===== src/rtl/cfg_stream_loader.sv =====
// rtl/cfg_stream_loader.sv - buffered host-to-tile configuration bus loader
//
// Purpose: accepts {addr, data, last} words from the host over a valid/ready
// stream, buffers them in a DEPTH-entry FIFO and replays each word with a valid
// tile_id onto the shared config bus as a one-cycle strobe, followed by GAP idle
// cycles. Words whose tile_id (addr[ADDR_W-1:ADDR_W-8]) is 0 or above NUM_TILES
// are dropped and counted. Retiring a word marked last parks the loader in DONE
// until clear_done.
//
// Ports:
//   clk, reset                         clock, asynchronous active-low reset
//   in_valid/in_ready/in_addr/in_data/in_last   host word stream
//   clear_done                         leaves DONE (ignored elsewhere)
//   config_addr/config_data/config_en  broadcast bus, qualified by config_en
//   busy, done                         status flags
//   word_count, err_count              saturating strobe / drop counters
//   checksum                           running XOR of issued data
//
// Optional feature: define CFG_CHECKSUM_EN to build the checksum register;
// otherwise checksum is tied to zero.
module cfg_stream_loader #(
  parameter int ADDR_W    = 32,
  parameter int DATA_W    = 32,
  parameter int DEPTH     = 4,
  parameter int NUM_TILES = 4,
  parameter int GAP       = 1
) (
  input  logic              clk,
  input  logic              reset,
  input  logic              in_valid,
  output logic              in_ready,
  input  logic [ADDR_W-1:0] in_addr,
  input  logic [DATA_W-1:0] in_data,
  input  logic              in_last,
  input  logic              clear_done,
  output logic [ADDR_W-1:0] config_addr,
  output logic [DATA_W-1:0] config_data,
  output logic              config_en,
  output logic              busy,
  output logic              done,
  output logic [15:0]       word_count,
  output logic [7:0]        err_count,
  output logic [DATA_W-1:0] checksum
);

  localparam int PTR_W = $clog2(DEPTH);
  localparam int CNT_W = PTR_W + 1;
  localparam logic [CNT_W-1:0] FULL_CNT = CNT_W'(DEPTH);
  localparam logic [7:0] MAX_TILE = 8'(NUM_TILES);
  localparam logic [7:0] GAP_LOAD = 8'(GAP - 1);
  localparam bit GAP_ZERO = (GAP == 0);

  localparam logic [1:0] S_IDLE  = 2'd0;
  localparam logic [1:0] S_ISSUE = 2'd1;
  localparam logic [1:0] S_GAP   = 2'd2;
  localparam logic [1:0] S_DONE  = 2'd3;

  logic [ADDR_W-1:0] mem_addr [DEPTH];
  logic [DATA_W-1:0] mem_data [DEPTH];
  logic              mem_last [DEPTH];

  logic [PTR_W-1:0] wr_ptr, rd_ptr;
  logic [CNT_W-1:0] count;
  logic             empty, full, push, pop, pop_slot;
  logic [1:0]       state;
  logic [7:0]       gap_cnt;
  logic             cur_last;

  logic [ADDR_W-1:0] head_addr;
  logic [DATA_W-1:0] head_data;
  logic              head_last;
  logic [7:0]        head_tile;
  logic              head_ok;

  assign empty     = (count == '0);
  assign full      = (count == FULL_CNT);
  assign in_ready  = !full && (state != S_DONE);
  assign push      = in_valid && in_ready;
  assign busy      = !empty || (state == S_ISSUE) || (state == S_GAP);
  assign done      = (state == S_DONE);

  assign head_addr = mem_addr[rd_ptr];
  assign head_data = mem_data[rd_ptr];
  assign head_last = mem_last[rd_ptr];
  assign head_tile = head_addr[ADDR_W-1 -: 8];
  assign head_ok   = (head_tile != 8'd0) && (head_tile <= MAX_TILE);

  // Cycles in which the head may be popped: IDLE, the strobe cycle itself when
  // there is no gap, and the final gap cycle. The pop in those last two slots
  // is what keeps strobes exactly GAP+1 cycles apart. After a last word the
  // loader heads for DONE instead of popping.
  always_comb begin
    pop_slot = 1'b0;
    case (state)
      S_IDLE:  pop_slot = 1'b1;
      S_ISSUE: pop_slot = GAP_ZERO && !cur_last;
      S_GAP:   pop_slot = (gap_cnt == 8'd0) && !cur_last;
      default: pop_slot = 1'b0;
    endcase
  end

  assign pop = pop_slot && !empty;

  always_ff @(posedge clk) begin
    if (push) begin
      mem_addr[wr_ptr] <= in_addr;
      mem_data[wr_ptr] <= in_data;
      mem_last[wr_ptr] <= in_last;
    end
  end

  always_ff @(posedge clk or negedge reset) begin
    if (!reset) begin
      wr_ptr <= '0;
      rd_ptr <= '0;
      count  <= '0;
    end else begin
      if (push) wr_ptr <= wr_ptr + PTR_W'(1);
      if (pop)  rd_ptr <= rd_ptr + PTR_W'(1);
      count <= count + CNT_W'(push) - CNT_W'(pop);
    end
  end

  always_ff @(posedge clk or negedge reset) begin
    if (!reset) begin
      state       <= S_IDLE;
      gap_cnt     <= '0;
      cur_last    <= 1'b0;
      config_en   <= 1'b0;
      config_addr <= '0;
      config_data <= '0;
      word_count  <= '0;
      err_count   <= '0;
    end else begin
      config_en <= 1'b0;
      case (state)
        S_ISSUE: begin
          if (!GAP_ZERO) begin
            state   <= S_GAP;
            gap_cnt <= GAP_LOAD;
          end else if (cur_last) begin
            state <= S_DONE;
          end else begin
            state <= S_IDLE;
          end
        end
        S_GAP: begin
          if (gap_cnt != 8'd0)  gap_cnt <= gap_cnt - 8'd1;
          else if (cur_last)    state <= S_DONE;
          else                  state <= S_IDLE;
        end
        S_DONE: if (clear_done) state <= S_IDLE;
        default: ;
      endcase

      // A pop overrides the default next state chosen above.
      if (pop) begin
        if (head_ok) begin
          state       <= S_ISSUE;
          config_en   <= 1'b1;
          config_addr <= head_addr;
          config_data <= head_data;
          cur_last    <= head_last;
          if (word_count != 16'hFFFF) word_count <= word_count + 16'd1;
        end else begin
          // Dropped word: bus untouched, no gap.
          state <= head_last ? S_DONE : S_IDLE;
          if (err_count != 8'hFF) err_count <= err_count + 8'd1;
        end
      end
    end
  end

`ifdef CFG_CHECKSUM_EN
  always_ff @(posedge clk or negedge reset) begin
    if (!reset)                                checksum <= '0;
    else if ((state == S_DONE) && clear_done)  checksum <= '0;
    else if (pop && head_ok)                   checksum <= checksum ^ head_data;
  end
`else
  assign checksum = '0;
`endif

endmodule


===== config.mk =====
export PLATFORM = sky130hd
export DESIGN_NAME = cfg_stream_loader
export DESIGN_NICKNAME = d
export VERILOG_FILES = /design/src/rtl/cfg_stream_loader.sv
export SDC_FILE = /design/constraint.sdc
export NUM_CORES = 1
export LEC_CHECK = 0
export BUFFER_PORTS_ARGS = -buffer_cell sky130_fd_sc_hd__buf_2
export CORE_AREA = 5 5 314 162
export CTS_CLUSTER_DIAMETER = 80
export CTS_CLUSTER_SIZE = 24
export DETAILED_ROUTE_END_ITERATION = 6
export DIE_AREA = 0 0 319 167
export GPL_TIMING_DRIVEN = 0
export MAX_ROUTING_LAYER = met4
export SETUP_SLACK_MARGIN = 0.15
export SLEW_MARGIN = 5
export SYNTH_ARGS = -nofsm -noshare
export SYNTH_HDL_FRONTEND = slang
export SYNTH_SLANG_ARGS = --single-unit

===== constraint.sdc =====
create_clock -name clk -period 7.26 [get_ports clk]
set_input_delay 1.452 -clock clk [delete_from_list [all_inputs] [get_ports clk]]
set_output_delay 1.452 -clock clk [all_outputs]
set_load 0.01 [all_outputs]

# Word level (Yosys, flattened, before mapping)

Memory sizes are Yosys's and may differ from the RTL's. A register that Yosys moved wholly into a read port is not among the register bits.
Index checks and enable logic that the tools add are counted.

Register bits after elaboration: 75
Bits in writable memories: 260
Input bits: 69
Output and inout port bits: 124
Word-level logic and storage cells: 69
Memories: 3

Memories:

| name     | depth | bits a word | rd ports | clocked after Yosys merged registers in | wr ports | line | source |
|---|---|---|---|---|---|---|---|
| mem_addr | 4     | 32          | 1        | 0                                       | 1        | 58   | `logic [ADDR_W-1:0] mem_addr [DEPTH];` |
| mem_data | 4     | 32          | 1        | 1                                       | 1        | 59   | `logic [DATA_W-1:0] mem_data [DEPTH];` |
| mem_last | 4     | 1           | 1        | 0                                       | 1        | 60   | `logic mem_last [DEPTH];` |

Add/sub/neg operators: 7
Magnitude comparators: 1
Equal/unequal tests: 10
Multiplexer cells: 14
Bitwise logic cells: 1
Reduce and logical (&&, ||, !) cells: 23

Operators by type and width:

| cell                                                            | count |
|---|---|
| adder 16 x 1 -> 16 bit (second input constant)                  | 1 |
| inequality test 16 bit (second input constant)                  | 1 |
| case mux 8 bit (2 select lines)                                 | 1 |
| nonzero test 8 bit                                              | 2 |
| two-way mux 2 bit                                               | 6 |
| AND reduction 3 bit                                             | 3 |
| adder 8 x 1 -> 8 bit (second input constant)                    | 1 |
| less-or-equal comparator 8 x 3 -> 1 bit (second input constant) | 1 |
| zero test 8 bit                                                 | 1 |
| two-way mux 8 bit                                               | 1 |
| inequality test 8 bit (second input constant)                   | 1 |
| subtractor 8 x 1 -> 8 bit (second input constant)               | 1 |
| case mux 2 bit (3 select lines)                                 | 1 |
| logical AND 1 bit                                               | 5 |
| adder 2 x 1 -> 2 bit (second input constant)                    | 2 |
| == test 2 bit (second input constant)                           | 2 |
| zero test 1 bit                                                 | 4 |
| two-way mux 1 bit                                               | 4 |
| AND reduction 2 bit                                             | 2 |
| nonzero test 4 bit                                              | 1 |
| adder 3 x 1 -> 3 bit                                            | 1 |
| == test 3 bit (second input constant)                           | 1 |
| zero test 3 bit                                                 | 1 |
| inequality test 3 x 2 -> 1 bit (second input constant)          | 1 |
| other kinds (10)                                                | 11 |

# Logic depth before layout (Yosys ltp)

Gate-level depths: netlist of run 1.

Word-level depth: 6
Mapped depth: 11
Mapped depth without buffers: 10

# Worst setup path after synthesis of run 1

Ideal clock, no wire load.

Kind: input to register
Start: input port in_valid
End: memory mem_addr[0][0], enable pin
Setup time: 0.430 ns
Arrival: 3.019 ns
Data required time: 6.830 ns
Path slack: 3.811 ns
Stages on the path: 1
Buffers on the path: 0
Cells stage by stage: and3_1

Longest elaborated chain between the ends: 3

Ends and longest elaborated chain:

| what                                    | line | source |
|---|---|---|
| start: declaration                      | 30   | `input logic in_valid,` |
| logical AND 1 bit                       | 78   | `assign push = in_valid && in_ready;` |
| two-way mux 1 bit                       | 105  | `if (push) begin` |
| two-way mux 1 bit (not written as such) | 106  | `mem_addr[wr_ptr] <= in_addr;` |
| end: declaration                        | 58   |  |

No other way between the ends.

# Final worst setup path of run 1

Start: register count[1]
End: output port busy

Longest elaborated chain between the ends: 4

Ends and longest elaborated chain:

| what                          | line | source |
|---|---|---|
| start: declaration            | 63   | `logic [CNT_W-1:0] count;` |
| start signal: assignment      | 120  | `count <= count + CNT_W'(push) - CNT_W'(pop);` |
| zero test 3 bit               | 75   | `assign empty = (count == '0);` |
| zero test 1 bit               | 79   | `assign busy = !empty \|\| (state == S_ISSUE) \|\| (state == S_GAP);` |
| logical OR 1 bit (2 in a row) | 79   |  |
| end: declaration              | 39   | `output logic busy,` |

No other way between the ends.

==> results.md, run 1 <==
* Final wirelength at 31.0 mm
* Cell family with most CP delay: simple AND/OR/NAND/NOR gates
* Hold buffers post-CTS at 0
* CP Data Arrival Time at around 1.9 ns
* Crit-path most repeated cell: or3_1
* Initial Util at between 20 and 30%
* Initial antenna violation count at 1
* Crit path kind: reg2out
* Post-CTS sizing at 0
* Avg Cell Area, Syn at 19.5 um2
* Final setup fails at 0
* Most common cell in the netlist: edfxtp_1
* Slowest CP cell: dfrtp_1
* PortBufs at 160
* Leak Pwr at 0.00642 uW
* Top Layer Used: met4
* Ys Warns at 0
* Pwr dens at approximately 350 nW/um2
* Vias at 7079
* Register area share after synthesis at 73.8%
* Die X-Extent at 319 um
* Total die area at 53300 um2
* Clock sink total at 367
* Top cells by count, synth: edfxtp_1, dfrtp_1, mux2_2, mux4_2, buf_4
* Min Tclk post-route at 3.37 ns
* Die height at ~170 um
* Metal3 WL at 1.57 mm
* IO Count at 193
* Worst Path Required at 5.81 ns
* H-tree level count at 1
* Layout cell share with drive strength beyond 1 at 38.3%
* Clock Pin Slew Worst Setup and Hold Paths at 0.10 ns
* Clock Root Buffer: clkbuf_16
* DP HPWL at 20.9 mm
* Synth top area cells: edfxtp_1, dfrtp_1, mux4_2
* Final TNS setup at 0 ns
* Core outline area at roughly 48000 um2
* Peak supply drop at 0.000152 V
* Worst hold slack at 0.491 ns
* Largest net degree at the start of global routing at 68
* Crit. End Element: output pin
* WL per Instance at 19.3 um
* Largest stage delay, worst path at 0.46 ns
* Final WS setup at 3.89 ns
* Clock buffer depth at 3
* Post-synth top area cell: edfxtp_1
* Final antenna-violating net count at 0
* RSZ-0062 raised after global routing: false
* Vias in the first global route at about 7400
* Fin nets at 1029
* Slew margin rel. at 27.9%
* Critical path startpoint category: flip-flop
* Final Cycle Share at 46.5%
* Post-CTS Setup Bufs at 0
* Worst min path class: reg2reg
* Grt ovf at 0
* Synth Register Bits at between 300 and 400
* Max-Cap Viols at 0
* Global-route wire length before repair at 47.7 mm
* GP Congestion at 0.755
* FMAX at 0.296 GHz
* Flop2flop setup slack at 4.34 ns
* Area share of the largest cell type after synthesis at approximately 55%
* DR vias/cell at ~4.4
* Synth Cell Area at 14200 um2
* DRT iter0 DRCs at 468
* Worst Skew at roughly 0.019 ns
* DR pass1 iterations at 5
* Ys flop type: edfxtp_1
* Count of cell types in the netlist at 55
* Worst path cell trace: or3_1, or3_1, buf_2
* Later-pin clock latency in the skew report at around 0.53 ns
* Status: complete, no violations
* Met2 wire length at 14.1 mm
* Buffer and inverter count on the worst path at 1
* Wl on met1 at 14.9 mm
* Worst-Margin Slew at 1.08 ns
* DRC viols at 0
* Total CTS buffers at 19
* Slew Viols, Final at 0
* Area Overhead vs Synth at 17.1%
* Final hold vios at 0
* Async SR Flop Fraction at 29.2%
* Max FO, Critical Path at 5
* Place WS at 4.14 ns
* TritonCTS clock tree: yes
* Row cnt at 57
* Post-Synthesis Cells at ~730
* All-Layer GR Usage at 11.9%
* EDFF count, synth at 260
cell type report:
cell class                      count  area (um2)
Antenna cell                        1        2.50
Buffer                             56         377
Clock buffer                       29         523
Clock inverter                      3        22.5
Fill cell                        4537       31200
Inverter                           10        37.5
Multi-Input combinational cell    327        3440
Sequential cell                   367       10500
Tap cell                          649         812
Timing Repair Buffer              165         930
report_power, final:
part / switching (uW) / internal (uW) / leakage, uW
Clock: 667 / 507 / 0.000252
Sequential: 166 / 2720 / 0.00380
Combinational: 933 / 762 / 0.00237
Total: 1770 / 3980 / 0.00642
stage by stage:
stage | cell area (um2) | util, % | std cells | power (uW)
after detailed placement | 16100 | 33.6 | 1574 | 4690
after global placement | 15900 | 33.3 | 1569 | 4650
after CTS | 16600 | 34.8 | 1606 | 5870
after global routing | 16600 | 34.8 | 1607 | 6120
final | 16600 | 34.8 | 1607 | 5750
after floorplan | 14300 | - | 760 | 4040
worst reg2reg max path: stages, from the launching register on:
cell	delay, ns
dfrtp_1	0.42
inv_1	0.09
ha_1	0.15
nor3b_1	0.42
a41oi_1	0.34
buf_2	0.30
xnor2_1	0.19
ha_1	0.17
inv_1	0.05
fa_1	0.37
xnor2_1	0.20
xnor2_1	0.15
layer usage:
layer	up-vias	GRT usage [%]
li1	3200	-
met1	3713	16.9
met2	138	18.3
met3	28	2.39
met4	0	1.52
met5	-	-
sequential cells by signal (all words and copies together) (netlist names), 4 cells and up:
signal       count
mem_addr       128
mem_data       128
mem_last         4
config_data     32
word_count      16
gap_cnt          8
err_count        8
config_addr     32
cell families after synthesis:
logic type	synth area share, %
fa+ha+maj	1.29
flops	73.8
compound gates	1.35
other cells	0.0264
buf+inv	2.92
mux	14.6
simple gates	4.17
xor+xnor	1.89
cells in the final DEF, fill, tap and decap left out, types with 7 or more instances in the layout:
cell type	count
ha_1	13
dfrtp_1	107
mux4_2	60
clkbuf_1	20
nand3_1	18
inv_1	10
xor2_1	12
clkbuf_16	19
buf_2	163
edfxtp_1	260
buf_4	37
nor2_1	9
and2_1	7
nand2_1	21
conb_1	32
o21ai_0	9
xnor2_1	15
mux2_2	62
path summary, 6_finish.rpt:
path | to | from | depth (start not counted)
setup / recovery | busy | count[1] | 3
hold / removal | config_addr[30] | config_addr[30] | 1
hold reg to reg | config_addr[30] | config_addr[30] | 1
max in group asynchronous | config_addr[23] | reset | 2
min in group asynchronous | config_data[11] | reset | 1
setup reg to reg | count[2] | gap_cnt[0] | 11
Note: power is estimated with default switching activity, not from simulation.
==> run 2, diff against run 1 <==
==> constraint.sdc (replaced) <==
create_clock -name clk -period 2.72 [get_ports clk]
set_input_delay 0.544 -clock clk [delete_from_list [all_inputs] [get_ports clk]]
set_output_delay 0.544 -clock clk [all_outputs]
set_load 0.01 [all_outputs]
==> results.md, run 2 (same netlist as run 1, synthesis figures left out) <==
* Status: complete, no violations
* Leak Pwr at ~0.0066 uW
* Seq pwr share at 49.3%
* DR vias/cell at between 4 and 5
* Critical path startpoint category: flip-flop
* Max FO, Critical Path at 10
* Buffer and inverter count on the worst path at 3
* FF-to-FF Start: gap_cnt[0]
* Most common cell after layout, fill and taps aside: edfxtp_1
* Vias at about 7000
* Final Cycle Share at 91.3%
* DP HPWL at 20.3 mm
* Min-delay src: in_addr[29]
* Logic gate share of total power at 30.8%
* Die height at 167 um
* Worst min path class: in2reg
* Hold endpoint: mem_addr[3][29]
* Largest stage delay, worst path at roughly 0.42 ns
* Initial Util at 29.7%
* Clk pwr share at 19.9%
* TritonCTS clock tree: yes
* Crit path kind: reg2reg
* Hold Crit Depth at 1
* Commonest cells after routing, fill and taps aside: edfxtp_1, buf_2, dfrtp_1
* Crit. End Element: flip-flop
* GP Congestion at 0.751
* All-Layer GR Usage at about an eighth
* DRC viols at 0
* Global-route wire length before repair at 47.5 mm
* Clock Root Buffer: clkbuf_16
* Die X-Extent at 319 um
* Peak supply drop at 0.000358 V
* Pwr dens at about 900 nW/um2
* Final wirelength at 31.1 mm
* Switching share of total power at between 30% and 40%
* # fillers at 4547
* NetSw at 4760 uW
* Largest registers: mem_addr (128), mem_data (128)
* Final hold vios at 0
* Initial antenna violation count at 4
* Core outline area at 47900 um2
* Worst-Margin Slew at 1.02 ns
* H-tree level count at 1
* Final setup fails at 0
* CP Data Arrival Time at ~2.9 ns
* Vias in the first global route at 7426
* IO Count at 193
* Clock buffer depth at 3
* DR pass1 iterations at 4
* Final antenna-violating net count at 0
* Total CTS buffers at 19
* Place WS at -0.318 ns
* Area Overhead vs Synth at 19.2%
* Row cnt at 57
* Crit Reg-Reg Endpoint: count[2]
* Cell area after layout at 16900 um2
* Slew Viols, Final at 0
* PortBufs at 160
* DRT iter0 DRCs at 384
* Cell family with most CP delay: adder cells
* Final WS setup at ~0.24 ns
* FMAX at about 0.4 GHz
* Fin nets at 1041
* Max-Cap Viols at 0
* Register-to-Register Path Depth at 11
* Flop2flop setup slack at approximately 0.24 ns
* Worst Skew at 0.0166 ns
* Slew margin rel. at around a third
* Worst path cell trace: inv_1, ha_1, nor3b_4, a41oi_4, buf_6, xnor2_1, ha_1, inv_1, fa_1, xnor2_2, xnor2_1
* RSZ-0062 raised after global routing: true
* Total die area at 53300 um2
* Slowest CP cell: dfrtp_1
* Clock sink total at around 370
* Area after DPL at 16100 um2
* Int Power at between 10000 and 15000 uW
* CP Launch Point: gap_cnt[0]
* Grt ovf at 0
* Min Tclk post-route at around 2.5 ns
* WL per Instance at 19.2 um
* Fin util at 35.4%
* Worst Path Required at around 3.1 ns
* Later-pin clock latency in the skew report at 0.53 ns
* Largest net degree at the start of global routing at 67
* Clock Pin Slew Worst Setup and Hold Paths at 0.10 ns
* Layout cell share with drive strength beyond 1 at 40.3%
==> run 2: power groups by stage <==
stage / clock (uW) / combinational (uW) / sequential [uW]
finish: 3100 / 4790 / 7680
CTS: 3260 / 4760 / 7690
global route: 3470 / 5270 / 7810
floorplan: 0 / 2870 / 7880
detailed placement: 0 / 4700 / 7810
global placement: 0 / 4520 / 7820
==> run 2: per-stage QoR <==
stage | hold WS, ns | instances | TNS, ns | power [uW]
floorplan | 0.248 | 760 | 0 | 10700
global placement | 0.463 | 1569 | -180.65 | 12300
detailed placement | 0.468 | 1574 | -5.85 | 12500
CTS | 0.180 | 1611 | 0 | 15700
global route | 0.185 | 1621 | 0 | 16500
finish | 0.221 | 1621 | 0 | 15600
==> run 2: worst max-delay path by stage <==
stage	endpoint	slack [ns]	depth (start not counted)
3_3_place_gp	config_addr[16]	-0.56	1
4_1_cts	config_data[24]	0.15	8
3_5_place_dp	config_addr[20]	-0.32	5
5_1_grt	count[2]	0.006	11
2_1_floorplan	count[2]	0.27	11
6_report	count[2]	0.24	11
==> run 2: cell type report <==
type / instances / area (um2) / share of cell area, %
repair buffers: 177 / 1050 / 6.23
inverters: 10 / 37.5 / 0.222
flip-flops and latches: 367 / 10500 / 61.9
diodes: 2 / 5.00 / 0.0296
clock inverters: 2 / 21.3 / 0.126
clock buffers: 31 / 520 / 3.07
multi-input cells: 327 / 3550 / 21.0
plain buffers: 56 / 447 / 2.64
well taps: 649 / 812 / 4.80
==> run 2: routing by layer <==
layer	wire length [um]	global-route usage, %	part of all wire [%]
met1	14600	16.7	47
met2	14500	18.4	47
met3	1490	2.37	4.8
met4	449	1.70	1.4
met5	0	-	0
==> run 2: repair_timing <==
action,in CTS,in global routing
resized for setup,21,22
setup buffers,3,7
endpoints found under the setup margin,47,68
gates cloned,0,1
hold buffers,1,0
hold endpoints to repair,41,0
pin swaps,2,2
